`config.mk`:
```
export PLATFORM = sky130hd
export DESIGN_NAME = dcc_adc_pattern_gen
export DESIGN_NICKNAME = d
export VERILOG_FILES = /design/src/rtl/dcc_pkg.sv /design/src/rtl/dcc_chan_gen.sv /design/src/rtl/dcc_adc_pattern_gen.sv
export SDC_FILE = /design/constraint.sdc
export NUM_CORES = 1
export LEC_CHECK = 0
export BUFFER_PORTS_ARGS = -buffer_cell sky130_fd_sc_hd__buf_2
export CORE_ASPECT_RATIO = 0.75
export CORE_MARGIN = 1
export CORE_UTILIZATION = 45
export DETAILED_ROUTE_END_ITERATION = 8
export PLACE_DENSITY = 0.66
export SETUP_SLACK_MARGIN = 0.02
export SYNTH_ARGS = -nofsm -noshare
export SYNTH_HDL_FRONTEND = slang
export SYNTH_HIERARCHICAL = 1
export SYNTH_SLANG_ARGS = --single-unit
export TNS_END_PERCENT = 30
```
`constraint.sdc`:
```
create_clock -name CLK -period 3.05 [get_ports CLK]
set_clock_uncertainty 0.15 [all_clocks]
set_input_delay 0.61 -clock CLK [delete_from_list [all_inputs] [get_ports CLK]]
set_output_delay 0.61 -clock CLK [all_outputs]
set_load 0.02 [all_outputs]
```
`src/rtl/dcc_pkg.sv`:
```
// Shared types and constants for the DCC ADC pattern generator.
package dcc_pkg;

   // Pattern modes selectable through CFG_MODE
   typedef enum logic [1:0] {
      MODE_CONST  = 2'd0,
      MODE_RAMP   = 2'd1,
      MODE_TOGGLE = 2'd2,
      MODE_PRBS   = 2'd3
   } mode_e;

   // Run-control states
   typedef enum logic [1:0] {
      S_IDLE = 2'd0,
      S_RUN  = 2'd1,
      S_FIN  = 2'd2
   } state_e;

   // PRBS generator: Fibonacci LFSR for x^15 + x^14 + 1
   localparam int LFSR_W      = 15;
   localparam int LFSR_TAP_HI = 14;
   localparam int LFSR_TAP_LO = 13;

   // Replacement for an all-zero seed, which would lock the LFSR
   localparam logic [LFSR_W-1:0] LFSR_SEED_DEFAULT = 15'h0001;

   // One LFSR shift: feedback enters at bit 0
   function automatic logic [LFSR_W-1:0] lfsr_step(input logic [LFSR_W-1:0] s);
      return {s[LFSR_W-2:0], s[LFSR_TAP_HI] ^ s[LFSR_TAP_LO]};
   endfunction

endpackage

```
`src/rtl/dcc_chan_gen.sv`:
```
// One pattern channel: constant, ramp with wrap detect, toggle and PRBS.
// The current sample is always presented on data/ovr; adv moves to the next one.
module dcc_chan_gen
   import dcc_pkg::*;
#(
   parameter int W = 14
)
(
   input  logic         clk,
   input  logic         srst,
   input  logic         load,
   input  logic         adv,
   input  mode_e        mode,
   input  logic [W-1:0] base,
   input  logic [W-1:0] step,
   output logic [W-1:0] data,
   output logic         ovr
);

   logic [W-1:0]      base_reg;
   logic [W-1:0]      acc_reg;
   logic              wrap_reg;
   logic              phase_reg;
   logic [LFSR_W-1:0] lfsr_reg;
   logic [LFSR_W-1:0] seed_next;
   logic [W:0]        ramp_sum;
   logic [W-1:0]      tog_word;

   // Extra top bit of the ramp adder is the wrap (carry out of bit W-1)
   assign ramp_sum = {1'b0, acc_reg} + {1'b0, step};
   assign tog_word = phase_reg ? ~base_reg : base_reg;

   // Zero-extend the base into an LFSR seed, substituting a nonzero default
   always_comb begin
      seed_next = LFSR_W'(base);
      if (seed_next == '0) seed_next = LFSR_SEED_DEFAULT;
   end

   // Generator state: preload on run start, step once per issued sample
   always_ff @(posedge clk) begin
      if (srst) begin
         base_reg  <= '0;
         acc_reg   <= '0;
         wrap_reg  <= 1'b0;
         phase_reg <= 1'b0;
         lfsr_reg  <= '0;
      end else if (load) begin
         base_reg  <= base;
         acc_reg   <= base;
         wrap_reg  <= 1'b0;
         phase_reg <= 1'b0;
         lfsr_reg  <= seed_next;
      end else if (adv) begin
         acc_reg   <= ramp_sum[W-1:0];
         wrap_reg  <= ramp_sum[W];
         phase_reg <= ~phase_reg;
         lfsr_reg  <= lfsr_step(lfsr_reg);
      end
   end

   // Mode mux for the current sample word and its overrange flag
   always_comb begin
      data = base_reg;
      ovr  = 1'b0;
      case (mode)
         MODE_CONST: begin
            data = base_reg;
            ovr  = &base_reg;
         end
         MODE_RAMP: begin
            data = acc_reg;
            ovr  = wrap_reg;
         end
         MODE_TOGGLE: begin
            data = tog_word;
            ovr  = &tog_word;
         end
         default: begin
            data = lfsr_reg[W-1:0];
            ovr  = 1'b0;
         end
      endcase
   end

endmodule

```
`src/rtl/dcc_adc_pattern_gen.sv`:
```
// ADC stimulus source: run control FSM, sample-rate divider, burst counter
// and CH pattern channels. Strobe/DCO are decoded from the divider count.
module dcc_adc_pattern_gen
   import dcc_pkg::*;
#(
   parameter int CH    = 2,
   parameter int W     = 14,
   parameter int DIV   = 2,
   parameter int CNT_W = 16
)
(
   input  logic              CLK,
   input  logic              RST,
   input  logic              START,
   input  logic              STOP,
   input  logic [1:0]        CFG_MODE,
   input  logic [CH*W-1:0]   CFG_BASE,
   input  logic [W-1:0]      CFG_STEP,
   input  logic [CNT_W-1:0]  BURST_LEN,
   output logic              BUSY,
   output logic              DONE,
   output logic              DCO,
   output logic              SAMPLE_VALID,
   output logic [CH*W-1:0]   SAMPLE_DATA,
   output logic [CH-1:0]     OR
);

   localparam int DIV_W = (DIV > 2) ? $clog2(DIV) : 1;
   localparam logic [DIV_W-1:0] DIV_LAST = DIV_W'(DIV - 1);
   localparam logic [DIV_W-1:0] DCO_ON   = DIV_W'(DIV / 2);

   state_e            state_reg;
   state_e            state_next;
   logic [DIV_W-1:0]  div_cnt_reg;
   logic [CNT_W-1:0]  sample_cnt_reg;
   logic [CNT_W-1:0]  len_reg;
   mode_e             mode_reg;
   logic [W-1:0]      step_reg;
   logic [CH*W-1:0]   hold_reg;
   logic [CH*W-1:0]   gen_data;
   logic [CH-1:0]     gen_or;
   logic              in_run;
   logic              strobe;
   logic              burst_last;
   logic              start_accept;

   assign in_run       = (state_reg == S_RUN);
   assign strobe       = in_run && (div_cnt_reg == DIV_LAST);
   assign burst_last   = (len_reg != '0) && ((sample_cnt_reg + CNT_W'(1)) == len_reg);
   assign start_accept = (state_reg == S_IDLE) && START && !STOP;

   // State register
   always_ff @(posedge CLK) begin
      if (RST) state_reg <= S_IDLE;
      else     state_reg <= state_next;
   end

   // Next state and decoded outputs; STOP overrides burst completion
   always_comb begin
      state_next   = state_reg;
      BUSY         = in_run;
      DONE         = (state_reg == S_FIN);
      DCO          = in_run && (div_cnt_reg >= DCO_ON);
      SAMPLE_VALID = strobe;
      SAMPLE_DATA  = strobe ? gen_data : hold_reg;
      OR           = strobe ? gen_or : '0;
      case (state_reg)
         S_IDLE: if (start_accept) state_next = S_RUN;
         S_RUN: begin
            if (STOP)                      state_next = S_IDLE;
            else if (strobe && burst_last) state_next = S_FIN;
         end
         S_FIN:   state_next = S_IDLE;
         default: state_next = S_IDLE;
      endcase
   end

   // Sample-rate divider: free-runs only while staying in RUN
   always_ff @(posedge CLK) begin
      if (RST) begin
         div_cnt_reg <= '0;
      end else if (in_run && (state_next == S_RUN)) begin
         div_cnt_reg <= (div_cnt_reg == DIV_LAST) ? '0 : div_cnt_reg + DIV_W'(1);
      end else begin
         div_cnt_reg <= '0;
      end
   end

   // Burst counter and run configuration captured on an accepted START
   always_ff @(posedge CLK) begin
      if (RST) begin
         sample_cnt_reg <= '0;
         len_reg        <= '0;
         mode_reg       <= MODE_CONST;
         step_reg       <= '0;
      end else if (start_accept) begin
         sample_cnt_reg <= '0;
         len_reg        <= BURST_LEN;
         mode_reg       <= mode_e'(CFG_MODE);
         step_reg       <= CFG_STEP;
      end else if (strobe) begin
         sample_cnt_reg <= sample_cnt_reg + CNT_W'(1);
      end
   end

   // Last issued sample, shown on SAMPLE_DATA between strobes
   always_ff @(posedge CLK) begin
      if (RST)         hold_reg <= '0;
      else if (strobe) hold_reg <= gen_data;
   end

   generate
      for (genvar gi = 0; gi < CH; gi++) begin : g_chan
         dcc_chan_gen #(
            .W (W)
         ) u_chan (
            .clk  (CLK),
            .srst (RST),
            .load (start_accept),
            .adv  (strobe),
            .mode (mode_reg),
            .base (CFG_BASE[gi*W +: W]),
            .step (step_reg),
            .data (gen_data[gi*W +: W]),
            .ovr  (gen_or[gi])
         );
      end
   endgenerate

endmodule

```
==> qor.txt, run 1 <==
run status: completed
final core utilization: 53.6%
hold path startpoint: BURST_LEN[1]
count of boundary I/O pins: 98
number of buffers inserted by port buffering: 97
kind of capture point of the worst setup path: primary output
Routed WL per cell: 16.5 um
Worst Hold Path Cells: 3
die area: 0.0217 mm2
count of inserted antenna diode cells: 0
Residual DRC: 0
number of buffers inserted by hold repair at cts: 0
worst-path maximum fanout: 4
maximum capacitance violations: 0
Skew-Pair Late Insertion Delay: 0.43 ns
CTS Buffer Depth: 2
floorplan core area: 0.0204 mm2
number of enable-type register cells in the synthesized netlist: 0
M1 wire length: 13.0 mm
Antenna Violating Nets Remaining: 0
minimum setup slack among reg-to-reg paths: 0.31 ns
max layer used: met4
simple-gate share of the synthesized area: 21.2%
fraction of layout cells with a size suffix above 1: 15.8%
via count of the first global-routing pass: 7,845
# rows: 45
buffer cell driving the clock tree root: clkbuf_16
proportion of netlist area held by the largest area contributor: 35.6%
Adder-Cell Fraction of Synth Area: 4.25%
net count after synthesis: 1,279
final count of pins violating max slew: 0
final RePlAce weighted congestion: 0.874
number of violations reported at the end of detailed-routing iteration 0: 880
XOR/XNOR share of the synthesized area: 7.66%
Netlist cell types: 74
post-route cell area: 0.0110 mm2
Total Wirelength: 25.5 mm
wire length of the first global-routing pass: 41.4 mm
CP Buf/Inv Count: 1
post-synthesis instance total: 1,184
number of register bits inferred by synthesis: 169
slowest library cell on the worst path: or4_4
synth top area cells: dfxtp_1 (36%), a21oi_1 (8.2%), nand2_1 (7.6%)
area used by multi-input combinational logic: 0.00575 mm2
die span in y: 128 um
reg-to-reg critical path startpoint: step_reg[0]
final critical delay including setup and external delays: 2.97 ns
Most used DFF post-synth: dfxtp_1
final number of setup-violating endpoints: 0
main combinational cell family by area after synthesis: simple AND/OR/NAND/NOR gates
asr flop ratio synth: 0%
sink of the worst hold path: len_reg[1]
via count of the routed design: 8,468
Worst IR Drop VDD: 0.355 mV
worst path arrival time: 2.21 ns
initial core utilization: 46.4%
average size of a mapped cell: 8.02 um2
sequential fraction of the synthesis area: 35.6%
Period Utilization, post-route: 97.5%
number of hold-slack violations in the final timing report: 0
worst reg2reg endpoint: g_chan[0].u_chan/wrap_reg
total leakage power: 4.38 nW
pin count of the biggest net entering global routing: 52
Remaining Overflow, GRT: 0
clk sink count: 169
cts bufs inserted: 17
Max Clock Freq: 336 MHz
Pre-antenna DRT Iters: 5
post-synthesis mux area share: 8.62%
critical path launch point type: flop
post-synthesis instance area: 0.00949 mm2
cells traversed along the worst timing path: nor4_4 -> a21oi_1 -> or4_4 -> a21oi_4 -> and3_1 -> buf_4
initial antenna violation count: 0
Req. time, crit path: 2.29 ns
worst reg2reg path depth: 8
number of cells after detailed placement: 1,513
total cell area at the placement stage: 0.0102 mm2
total area of sequential cells: 0.00341 mm2
stage delay of the slowest cell on the critical path: 0.53 ns
post-detailed-route via-to-cell ratio: 5.48
Net count, final: 1,345
deepest level of the CTS H-tree: 4
worst slew slack as a fraction of its limit: 67.5%
total chip power: 0.00554 W
crit-path leading delay family: simple AND/OR/NAND/NOR gates
largest area contributor in the netlist: dfxtp_1
fraction of the mapped netlist area in compound gates: 18.2%
total negative setup slack: 0 ns
filler cell count in the final layout: 1,942
detailed-routed wire length on met2: 10.5 mm
min-delay worst type: input pin to flop
clock tree from TritonCTS: yes
critical path class: flop to primary output
flip-flop count of the largest register after layout: 30
non-filler cells in the finished layout: 1,545
met3 WL: 1.69 mm
overall track demand over capacity in global routing: 24.1%
area overhead of the layout relative to synthesis: 15.5%
power density normalized to cell area: 506 mW/mm2
clock slew at reported path FFs: 0.07 ns
RSZ-0062 raised after global routing: yes
Tightest Pin Transition: 0.474 ns
yosys synthesis warning count: 6
horizontal die dimension: 170 um
half-perimeter wire length after detailed placement: 18.5 mm
## routing by layer
metal / vias up / GRT usage, %
met3: 22 / 5.19
met4: 0 / 4.56
li1: 4267 / -
met5: - / 0
met2: 238 / 35.5
met1: 3941 / 35.9
## timing repair
item                                    4_1_cts  5_1_grt
endpoints found under the setup margin        2       10
gates cloned                                  0        0
setup buffers                                 0        0
gates resized for setup                       3       23
pin swaps                                     1        4
## cells in the mapped netlist, types with 11 or more instances
library cell    n
inv_1          19
nand4_1        13
ha_1           29
xnor2_1        67
buf_1          13
a21oi_1       155
nor2_1        119
clkbuf_1       45
dfxtp_1       169
nand2b_1       12
nand2_1       192
mux2i_1        66
nor2b_1        11
xor2_1         16
nor4_1         14
o21ai_0        26
o21a_1         30
nor3_1         24
nand3_1        15
## how the worst max path moves through the flow
stage                                            start                       endpoint  slack (ns)  cells past startpoint
after floorplan                                   STOP  g_chan[0].u_chan/base_reg[11]       -0.04                      9
after global placement                     step_reg[0]      g_chan[0].u_chan/wrap_reg        0.35                      8
after detailed placement                   step_reg[0]      g_chan[0].u_chan/wrap_reg        0.32                      8
after CTS                 g_chan[0].u_chan/base_reg[1]                          OR[0]        0.01                      6
after global routing      g_chan[0].u_chan/base_reg[7]                          OR[0]       -0.02                      6
final                     g_chan[0].u_chan/base_reg[7]                          OR[0]        0.08                      6
## worst min-delay path, stage by stage
cell and delay [ns]:
buf_2 0.10, nand2_1 0.05, a21oi_1 0.05
## area by class of cell
class	instances	share of cell area, %
clock buffer	21	4.29
clock inverter	11	1.96
inverter	20	0.731
multi-input combinational	922	52.4
sequential	169	31.1
tap	282	3.22
timing repair buffer	120	6.30
## placed cells by master, fill, tap and decap left out, types with 7 or more instances in the layout
| cell type | netlist | final |
|---|---|---|
| a22oi_1 | 7 | 7 |
| clkbuf_16 | 0 | 17 |
| a21oi_1 | 155 | 153 |
| a211o_1 | 8 | 8 |
| o21ai_0 | 26 | 26 |
| ha_1 | 29 | 29 |
| mux2_2 | 8 | 8 |
| nor4_1 | 14 | 10 |
| nor3_1 | 24 | 24 |
| mux2i_1 | 66 | 66 |
| a21o_1 | 8 | 8 |
| nand3_1 | 15 | 15 |
| dfxtp_1 | 169 | 155 |
| nor2_1 | 119 | 119 |
| buf_2 | 8 | 94 |
| a211oi_1 | 8 | 8 |
| a31oi_1 | 7 | 7 |
| o21a_1 | 30 | 30 |
| xnor2_1 | 67 | 67 |
| buf_4 | 4 | 24 |
| nor2b_1 | 11 | 11 |
| inv_1 | 19 | 18 |
| nand2_1 | 192 | 192 |
| nand4_1 | 13 | 13 |
| dfxtp_2 | 0 | 12 |
| nand2b_1 | 12 | 12 |
| xor2_1 | 16 | 16 |
| o22ai_1 | 9 | 9 |
## cells by family (layout without fill, tap and decap cells)
family                   Yosys count  after routing
AND/OR/NAND/NOR                  442            442
AO/OA/AOI/OAI                    286            286
flip-flops                       169            169
buffers and inverters             93            172
XOR/XNOR                          83             83
multiplexers                      80             80
adder cells (fa/ha/maj)           31             31
## metrics by stage
step           hold slack, ns  setup slack [ns]
2_1_floorplan           0.267           -0.0447
3_3_place_gp            0.300             0.355
3_5_place_dp            0.306             0.321
4_1_cts                 0.255            0.0112
5_1_grt                 0.256           -0.0217
6_report                0.264            0.0765
## report_power, final
group | switching [W] | internal, W | total (W) | leakage, nW
combinational | 0.000351 | 0.000266 | 0.000616 | 2.66
sequential | 0.0000981 | 0.00229 | 0.00239 | 1.38
clock | 0.000928 | 0.00161 | 0.00253 | 0.339
total | 0.00138 | 0.00416 | 0.00554 | 4.38
Note: power is estimated with default switching activity, not from simulation.
==> inputs of run 2 (changes only) <==
Settings changed: CORE_ASPECT_RATIO 0.75 to 2.
==> run 2 against run 1 <==
Net effect: maximum frequency fell by 0.28%; via count rose by 0.84%; core utilization fell by 1.1 points; global-route usage rose by 1.4 points; sequential share of layout area rose by 0.48 points; hold slack got worse by 0.0024 ns; wire length rose by 5.4%; sequential power barely moved; critical path depth did not move; critical endpoint unchanged; largest power group is now sequential cells.
==> qor.txt, run 2 (synthesis gave the netlist of run 1 again) <==
Routed WL per cell: 17.6 um (+6.7%)
post-route cell area: 0.0108 mm2 (-1.5%)
met3 WL: 783 um (-54%)
Max Clock Freq: 335 MHz (-0.28%)
horizontal die dimension: 105 um (-38%)
overall track demand over capacity in global routing: 25.4% (+1.4 points)
total negative setup slack: 0 ns (unchanged)
Remaining Overflow, GRT: 0 (unchanged)
pin count of the biggest net entering global routing: 98 (+88%)
Post-CTS Setup Inserts: 0 (unchanged)
fraction of layout cells with a size suffix above 1: 15.4% (-0.37 points)
M1 wire length: 10.1 mm (-23%)
clock slew at reported path FFs: 0.07 ns (about the same)
sink of the worst hold path: len_reg[11]
min-delay worst type: input pin to flop
most frequent cells in the layout: nand2_1 (191), dfxtp_1 (158), a21oi_1 (153), nor2_1 (119), buf_2 (95)
maximum capacitance violations: 0 (unchanged)
worst-path maximum fanout: 4 (unchanged)
Skew-Pair Late Insertion Delay: 0.44 ns (about the same)
number of buffers inserted by hold repair at cts: 0 (unchanged)
critical path class: flop to primary output
filler cell count in the final layout: 2,056 (+5.9%)
total chip power: 0.00512 W (-7.7%)
# rows: 74 (+64%)
slowest library cell on the worst path: or4_1
final RePlAce weighted congestion: 0.932 (+6.6%)
Net count, final: 1,344 (-0.074%)
total leakage power: 4.30 nW (-1.8%)
worst slew slack as a fraction of its limit: 62.7% (-4.8 points)
clock tree from TritonCTS: yes
clk sink count: 169 (unchanged)
Antenna Violating Nets Remaining: 0 (unchanged)
Total Wirelength: 26.8 mm (+5.4%)
kind of capture point of the worst setup path: primary output
number of buffers inserted by port buffering: 97 (unchanged)
final critical delay including setup and external delays: 2.98 ns (+0.00831 ns)
via count of the first global-routing pass: 8,312 (+6.0%)
max layer used: met4
Req. time, crit path: 2.29 ns (about the same)
reg-to-reg critical path startpoint: step_reg[0]
worst reg2reg path depth: 8 (unchanged)
number of violations reported at the end of detailed-routing iteration 0: 349 (-60%)
initial antenna violation count: 0 (unchanged)
hold path startpoint: BURST_LEN[11]
die area: 0.0217 mm2 (+0.14%)
half-perimeter wire length after detailed placement: 20.4 mm (+10%)
Worst IR Drop VDD: 0.331 mV (-6.8%)
total cell area at the placement stage: 0.0102 mm2 (-0.27%)
Pre-antenna DRT Iters: 5 (unchanged)
count of boundary I/O pins: 98 (unchanged)
initial core utilization: 46.2% (-0.26 points)
Residual DRC: 0 (unchanged)
cts bufs inserted: 17 (unchanged)
number of hold-slack violations in the final timing report: 0 (unchanged)
run status: completed
flip-flop count of the largest register after layout: 30 (unchanged)
Worst Hold Path Cells: 3 (unchanged)
buffer cell driving the clock tree root: clkbuf_16
wire length of the first global-routing pass: 43.3 mm (+4.6%)
cells traversed along the worst timing path: nor4_1 -> a21oi_1 -> or4_1 -> a21oi_1 -> and3_1 -> buf_2
area overhead of the layout relative to synthesis: 13.8%
minimum setup slack among reg-to-reg paths: 0.30 ns (about the same)
Setup crit start: g_chan[0].u_chan/base_reg[9]
final count of pins violating max slew: 0 (unchanged)
via count of the routed design: 8,539 (+0.84%)
detailed-routed wire length on met2: 14.9 mm (+42%)
Period Utilization, post-route: 97.8% (+0.27 points)
CTS Buffer Depth: 2 (unchanged)
post-detailed-route via-to-cell ratio: 5.59 (+2.0%)
floorplan core area: 0.0206 mm2 (+0.57%)
critical path launch point type: flop
number of cells after detailed placement: 1,496 (-1.1%)
stage delay of the slowest cell on the critical path: 0.48 ns (-0.05 ns)
die span in y: 207 um (+62%)
RSZ-0062 raised after global routing: yes
Most Frequent Cell on Critical Path: a21oi_1
non-filler cells in the finished layout: 1,527 (-1.2%)
worst path arrival time: 2.22 ns (about the same)
power density normalized to cell area: 474 mW/mm2 (-6.3%)
count of inserted antenna diode cells: 0 (unchanged)
worst reg2reg endpoint: g_chan[0].u_chan/wrap_reg
Tightest Pin Transition: 0.554 ns (+0.0797 ns)
final core utilization: 52.5% (-1.1 points)
final number of setup-violating endpoints: 0 (unchanged)
commonest non-fill, non-tap cell in the layout: nand2_1
deepest level of the CTS H-tree: 4 (unchanged)
## run 2: changes by cell type in the layout (fill, tap and decap cells not counted), moves of 3 or more
cell	delta
inv_6	+3
clkinvlp_4	+4
dfxtp_2	-5
dfxtp_1	+3
bufinv_16	-5
## run 2: stage by stage
stage	worst slack (ns)	hold slack, ns
after detailed placement	0.294	0.307
after CTS	0.0269	0.245
final	0.0682	0.262
after floorplan	-0.0447	0.267
after global placement	0.335	0.301
after global routing	0.00326	0.254
## run 2: timing repair
| action | CTS | global route |
|---|---|---|
| endpoints found under the setup margin | 3 | 7 |
| pin swaps | 1 | 0 |
| gates resized for setup | 4 | 18 |
## run 2: layout make-up
type,count,area (um2),share of cell area [%]
sequential,169,3410,31.5
clock buffer,19,453,4.19
tap,266,333,3.08
clock inverter,12,118,1.09
multi-input combinational,922,5730,53.0
timing repair buffer,119,681,6.30
inverter,20,80.1,0.741
## run 2: where the power goes
group          total (W)  switching, W  internal (W)
Combinational   0.000615      0.000351      0.000264
Sequential       0.00239      0.000101       0.00229
Clock            0.00211      0.000937       0.00117
Total            0.00512       0.00139       0.00373
## run 2: critical path: cells and delay by family, from the launching register on
kind                   cells  cell delay (ns)
AO/OA/AOI/OAI              2             0.25
flip-flops                 1             0.37
buffers and inverters      1             0.16
AND/OR/NAND/NOR            3             1.00
## run 2: worst max path at each step
stage	end	slack (ns)	depth (start not counted)
finish	OR[0]	0.07	6
global route	SAMPLE_DATA[12]	0.003	8
detailed placement	g_chan[0].u_chan/wrap_reg	0.29	8
CTS	OR[1]	0.03	6
global placement	g_chan[0].u_chan/wrap_reg	0.33	8
floorplan	g_chan[0].u_chan/base_reg[11]	-0.04	9
## run 2: per-layer routing
layer,GRT usage (%),up-vias
li1,-,4265
met1,26.2,4014
met2,49.9,200
met3,3.23,60
met4,11.3,0
met5,0,-
